[src/rtl/button_pkg.sv]
// button_pkg: shared constants and helpers for the button_toggle_bank slice.
//   cnt_width()      - counter width for a terminal count (clog2, min 1 bit)
//   released_level() - level a button pin reads when not pressed
//   DEFAULT_*        - cycle counts sized for a 25 MHz board clock
package button_pkg;

  // 10 ms of debounce and 1 s long-press at 25 MHz
  localparam int unsigned DEFAULT_DEBOUNCE_CYCLES   = 250_000;
  localparam int unsigned DEFAULT_LONG_PRESS_CYCLES = 25_000_000;

  function automatic int unsigned cnt_width(input int unsigned n);
    return (n < 2) ? 1 : $clog2(n);
  endfunction

  function automatic logic released_level(input int unsigned active_low);
    return (active_low != 0) ? 1'b1 : 1'b0;
  endfunction

endpackage

[src/rtl/button_debounce_ch.sv]
// button_debounce_ch: one button channel.
//   2-flop synchroniser, stability-counter debounce, registered edge pulses.
// Ports:
//   CLK, RST_N     clock, async active-low reset
//   BUT            raw button pin (asynchronous)
//   stable         debounced level
//   stable_prev    debounced level one clock earlier
//   press_pulse    1-clock pulse after stable goes released->pressed
//   release_pulse  1-clock pulse after stable goes pressed->released
module button_debounce_ch
  import button_pkg::*;
#(
  parameter int unsigned DEBOUNCE_CYCLES = DEFAULT_DEBOUNCE_CYCLES,
  parameter int unsigned ACTIVE_LOW      = 1
) (
  input  logic CLK,
  input  logic RST_N,
  input  logic BUT,
  output logic stable,
  output logic stable_prev,
  output logic press_pulse,
  output logic release_pulse
);

  localparam int unsigned      CNT_W    = cnt_width(DEBOUNCE_CYCLES);
  localparam logic             REL      = released_level(ACTIVE_LOW);
  localparam logic [CNT_W-1:0] CNT_LAST = CNT_W'(DEBOUNCE_CYCLES - 1);

  logic             sync1;
  logic             synced;
  logic [CNT_W-1:0] cnt;
  logic             press_evt;
  logic             release_evt;

  always_comb begin
    press_evt   = (stable != stable_prev) && (stable != REL);
    release_evt = (stable != stable_prev) && (stable == REL);
  end

  // Everything resets to the released level so a button held through
  // reset must complete a full debounce before it is seen as pressed.
  always_ff @(posedge CLK or negedge RST_N) begin
    if (!RST_N) begin
      sync1         <= REL;
      synced        <= REL;
      stable        <= REL;
      stable_prev   <= REL;
      cnt           <= '0;
      press_pulse   <= 1'b0;
      release_pulse <= 1'b0;
    end else begin
      sync1         <= BUT;
      synced        <= sync1;
      stable_prev   <= stable;
      press_pulse   <= press_evt;
      release_pulse <= release_evt;
      if (synced == stable) begin
        cnt <= '0;
      end else if (cnt == CNT_LAST) begin
        stable <= synced;
        cnt    <= '0;
      end else begin
        cnt <= cnt + 1'b1;
      end
    end
  end

endmodule

[src/rtl/button_toggle_bank.sv]
// button_toggle_bank: N_CH debounced push-buttons, each toggling one LED.
// Ports:
//   CLK, RST_N  clock, async active-low reset
//   BUT         raw button pins (asynchronous)
//   CLR_ALL     synchronous clear of all LEDs (beats press and long-press)
//   LED         per-channel toggle state
//   PRESS       1-clock pulse per debounced press
//   RELEASE     1-clock pulse per debounced release
//   LONG        1-clock pulse after LONG_PRESS_CYCLES of hold; also clears LED
// Build option: define BUTTON_TOGGLE_BANK_LONG_PRESS_EN to include the
// long-press counters; otherwise LONG is constant 0.
module button_toggle_bank
  import button_pkg::*;
#(
  parameter int unsigned N_CH              = 2,
  parameter int unsigned DEBOUNCE_CYCLES   = DEFAULT_DEBOUNCE_CYCLES,
  parameter int unsigned ACTIVE_LOW        = 1,
  parameter int unsigned LONG_PRESS_CYCLES = DEFAULT_LONG_PRESS_CYCLES
) (
  input  logic            CLK,
  input  logic            RST_N,
  input  logic [N_CH-1:0] BUT,
  input  logic            CLR_ALL,
  output logic [N_CH-1:0] LED,
  output logic [N_CH-1:0] PRESS,
  output logic [N_CH-1:0] RELEASE,
  output logic [N_CH-1:0] LONG
);

  localparam logic PRS = ~released_level(ACTIVE_LOW);

  if (N_CH < 1 || DEBOUNCE_CYCLES < 2 || LONG_PRESS_CYCLES < 1) begin : g_bad_params
    $error("button_toggle_bank: N_CH>=1, DEBOUNCE_CYCLES>=2, LONG_PRESS_CYCLES>=1 required");
  end

  logic [N_CH-1:0] stable;
  logic [N_CH-1:0] stable_prev;
  logic [N_CH-1:0] press_evt;
  logic [N_CH-1:0] long_evt;

  for (genvar i = 0; i < N_CH; i++) begin : g_ch
    button_debounce_ch #(
      .DEBOUNCE_CYCLES(DEBOUNCE_CYCLES),
      .ACTIVE_LOW     (ACTIVE_LOW)
    ) u_ch (
      .CLK          (CLK),
      .RST_N        (RST_N),
      .BUT          (BUT[i]),
      .stable       (stable[i]),
      .stable_prev  (stable_prev[i]),
      .press_pulse  (PRESS[i]),
      .release_pulse(RELEASE[i])
    );
  end

  // Same condition the channel registers into PRESS, so the LED toggles
  // on the very edge PRESS rises.
  always_comb begin
    press_evt = '0;
    for (int unsigned i = 0; i < N_CH; i++) begin
      press_evt[i] = (stable[i] == PRS) && (stable_prev[i] != PRS);
    end
  end

`ifdef BUTTON_TOGGLE_BANK_LONG_PRESS_EN
  localparam int unsigned       HOLD_W   = $clog2(LONG_PRESS_CYCLES + 1);
  localparam logic [HOLD_W-1:0] HOLD_MAX = HOLD_W'(LONG_PRESS_CYCLES);

  logic [N_CH-1:0][HOLD_W-1:0] hold;

  // Fires on the increment that lands on HOLD_MAX; the counter then
  // saturates, giving one pulse per hold.
  always_comb begin
    long_evt = '0;
    for (int unsigned i = 0; i < N_CH; i++) begin
      long_evt[i] = (stable[i] == PRS) && !press_evt[i] &&
                    (hold[i] == HOLD_MAX - 1'b1);
    end
  end

  always_ff @(posedge CLK or negedge RST_N) begin
    if (!RST_N) begin
      hold <= '0;
      LONG <= '0;
    end else begin
      LONG <= long_evt;
      for (int unsigned i = 0; i < N_CH; i++) begin
        if (press_evt[i] || (stable[i] != PRS)) begin
          hold[i] <= '0;
        end else if (hold[i] != HOLD_MAX) begin
          hold[i] <= hold[i] + 1'b1;
        end
      end
    end
  end
`else
  always_comb long_evt = '0;
  assign LONG = '0;
`endif

  always_ff @(posedge CLK or negedge RST_N) begin
    if (!RST_N) begin
      LED <= '0;
    end else if (CLR_ALL) begin
      LED <= '0;
    end else begin
      LED <= (LED ^ press_evt) & ~long_evt;
    end
  end

endmodule

[config.mk]
export PLATFORM = sky130hd
export DESIGN_NAME = button_toggle_bank
export DESIGN_NICKNAME = d
export VERILOG_FILES = /design/src/rtl/button_pkg.sv /design/src/rtl/button_debounce_ch.sv /design/src/rtl/button_toggle_bank.sv
export SDC_FILE = /design/constraint.sdc
export NUM_CORES = 1
export LEC_CHECK = 0
export CORE_MARGIN = 2
export CORE_UTILIZATION = 55
export DETAILED_ROUTE_END_ITERATION = 6
export GPL_TIMING_DRIVEN = 0
export PLACE_DENSITY = 0.77
export SYNTH_ARGS = -nofsm -noshare
export SYNTH_HDL_FRONTEND = slang
export SYNTH_HIERARCHICAL = 1
export SYNTH_SLANG_ARGS = --single-unit
[constraint.sdc]
create_clock -name CLK -period 2.71 [get_ports CLK]
set_input_delay 0.542 -clock CLK [delete_from_list [all_inputs] [get_ports CLK]]
set_output_delay 0.542 -clock CLK [all_outputs]
set_load 0.01 [all_outputs]
==> flow_metrics.env <==
export IMPL_chipWidth_um=69.7
export IMPL_grt_start_max_net_pins=37
export IMPL_post_route_min_period_ps=2230
export IMPL_ant_nets=0
export IMPL_final_cell_mix="42 x dfrtp_1, 38 x nor2_1, 20 x xnor2_1"
export IMPL_top_layer="met4"
export IMPL_p_per_area_nw_per_um2=489
export IMPL_drive_gt1_frac=0.158
export IMPL_synth_top_area_share=0.442
export IMPL_wl_met2_um=2160
export IMPL_syn_area_um2=2380
export IMPL_setup_violations=0
export IMPL_synth_ff_type="dfrtp_1"
export IMPL_status="finished, final reports clean"
export IMPL_clock_sinks=50
export IMPL_die_area_um2=4860
export IMPL_fin_skew_ps=6.67
export IMPL_final_hold_violation_count=0
export IMPL_final_common_cell="dfrtp_1"
export IMPL_syn_avg_cell_area_um2=10.8
export IMPL_ys_top_cells_by_area="dfrtp_1 44%, dfstp_2 8.8%, xnor2_1 7.4%"
export IMPL_diodes=0
export IMPL_grtUsageTotal=0.189
export IMPL_cp_data_arrival_time_ps=2420
export IMPL_place_ws_ps=509
export IMPL_final_max_slew_viol_count=0
export IMPL_clk_pin_slew_worst_paths_ps=90
export IMPL_required_ps=2910
export IMPL_crit_path_end_kind="register"
export IMPL_grt_pass1_vias=1644
export IMPL_die_h_um=69.7
export IMPL_start_util=0.581
export IMPL_tns_ps=0
export IMPL_hold_class="in -> async"
export IMPL_hpwl_um=2860
export IMPL_max_vdd_ir_drop_v=0.000377
export IMPL_nets=247
export IMPL_area_growth_pct=12.1
export IMPL_setup_ws_ps=481
export IMPL_fin_crit_sh=0.822
export IMPL_syn_inst=221
export IMPL_cts_htree_levels=2
export IMPL_ys_warn_count=6
export IMPL_drt_total_wl_um=4150
export IMPL_portBuffers=10
export IMPL_crit_fanout=10
export IMPL_yosys_cell_types_count=31
export IMPL_drt_iter0_drc=94
export IMPL_wl_met1_um=1800
export IMPL_antenna_found_initial=0
export IMPL_place_gp_congestion=0.769
export IMPL_coreArea_um2=4090
export IMPL_regArea_um2=1260
export IMPL_ys_seq_area_frac=0.531
export IMPL_vias=1636
export IMPL_fillerInstances=339
export IMPL_ys_ff_latch=50
export IMPL_routed_via_density=5.62
export IMPL_wl_met3_um=122
export IMPL_clock_path_buffers=2
export IMPL_first_pass_iters=4
export IMPL_cts_buffers=5
export IMPL_worstSetupPathType="reg -> reg"
export IMPL_clk_latency_ps=300
export IMPL_synthArstFlopShare=1.00
export IMPL_worst_pin_slew_ps=642
export IMPL_critPathLaunchType="register"
export IMPL_synth_edf_count=0
export IMPL_p_leak_nw=1.11
export IMPL_cts_tree="yes"
export IMPL_overflow=0
export IMPL_final_area_um2=2660
export IMPL_multi_input_area_um2=1060
export IMPL_fp_row_count=23
export IMPL_route_detailed_wl_per_inst_um=14.3
export IMPL_grt_pass1_wl_um=7200
export IMPL_slew_headroom=0.571
export IMPL_yosys_area_top_type="dfrtp_1"
export IMPL_cts_resized=0
export IMPL_fmax_ghz=0.449
export IMPL_clk_root_buffer_cell="clkbuf_8"
export IMPL_placed_cell_area_um2=2560
export IMPL_pin_count=13
export IMPL_rsz0062_at_grt="false"
export IMPL_postCtsSetupBuffers=0
export IMPL_holdBufCountCts=0
export IMPL_drv_cap=0
export IMPL_drc=0
[power by group]
group / switching (W) / internal (W) / leakage [nW]
Clock: 0.000242 / 0.000234 / 0.0544
Combinational: 0.0000344 / 0.0000225 / 0.389
Sequential: 0.0000101 / 0.000758 / 0.665
[synth_stat cells, drive strengths merged (4+ instances only)]
cell	instances
nor2b	8
mux2	4
xnor2	20
nor4	14
buf	4
dfstp	8
nor3	4
or4	4
nand4	12
dfrtp	42
xor2	10
o21ai	4
nor2	38
inv	4
nand2	12
a21oi	4
nand3	14
[state kept, by name, indices dropped and copies added (netlist names)]
name / cells
g_ch.u_ch/cnt: 36
LED: 2
g_ch.u_ch/press_pulse: 2
g_ch.u_ch/release_pulse: 2
g_ch.u_ch/stable: 2
g_ch.u_ch/stable_prev: 2
g_ch.u_ch/sync1: 2
g_ch.u_ch/synced: 2
[final timing paths]
kind / cells after the start / endpoint / slack (ps) / start
hold reg to reg: 0 / g_ch[0].u_ch/synced / 360 / g_ch[0].u_ch/sync1
hold / removal: 1 / g_ch[0].u_ch/cnt[5] / 130 / RST_N
setup / recovery: 5 / g_ch[0].u_ch/cnt[11] / 480 / g_ch[0].u_ch/cnt[0]
min in group CLK: 0 / g_ch[0].u_ch/synced / 360 / g_ch[0].u_ch/sync1
setup reg to reg: 5 / g_ch[0].u_ch/cnt[11] / 480 / g_ch[0].u_ch/cnt[0]
max in group asynchronous: 2 / g_ch[1].u_ch/stable_prev / 2020 / RST_N
[per-stage QoR]
step / instances / hold WS [ps] / total power [W] / util
2_1_floorplan: 222 / 246 / 0.000810 / -
4_1_cts: 291 / 127 / 0.00132 / 0.652
6_report: 291 / 133 / 0.00130 / 0.652
5_1_grt: 291 / 145 / 0.00135 / 0.652
3_3_place_gp: 282 / 346 / 0.000836 / 0.622
3_5_place_dp: 283 / 347 / 0.000840 / 0.626
[area by class of cell]
| class | count | area share |
|---|---|---|
| well taps | 50 | 0.0235 |
| repair buffers | 11 | 0.0432 |
| inverters | 4 | 0.00564 |
| clock buffers | 7 | 0.0362 |
| multi-input cells | 162 | 0.398 |
| plain buffers | 6 | 0.0169 |
| clock inverters | 1 | 0.00329 |
| flip-flops and latches | 50 | 0.474 |
[critical path, stage by stage (launching register included)]
cell	delay, ps
dfrtp_1	410
ha_1	250
nand4_1	390
o41ai_4	780
buf_6	230
nor2_1	60
[logic make-up (layout without fill, tap and decap cells)]
kind of cell    after synthesis  in the layout  synth area share
compound gates               10             10            0.0432
xor+xnor                     30             30             0.111
fa+ha+maj                     2              2            0.0105
buf+inv                      10             29            0.0253
flops                        50             50             0.531
mux                           4              4            0.0221
other cells                   1              2           0.00158
simple gates                114            114             0.256
[routing by layer]
layer | vias up | global-route usage
li1 | 803 | -
met1 | 804 | 0.210
met2 | 23 | 0.333
met3 | 6 | 0.0451
met4 | 0 | 0.103
met5 | - | 0
No activity file was read; power rests on OpenSTA's default activity.
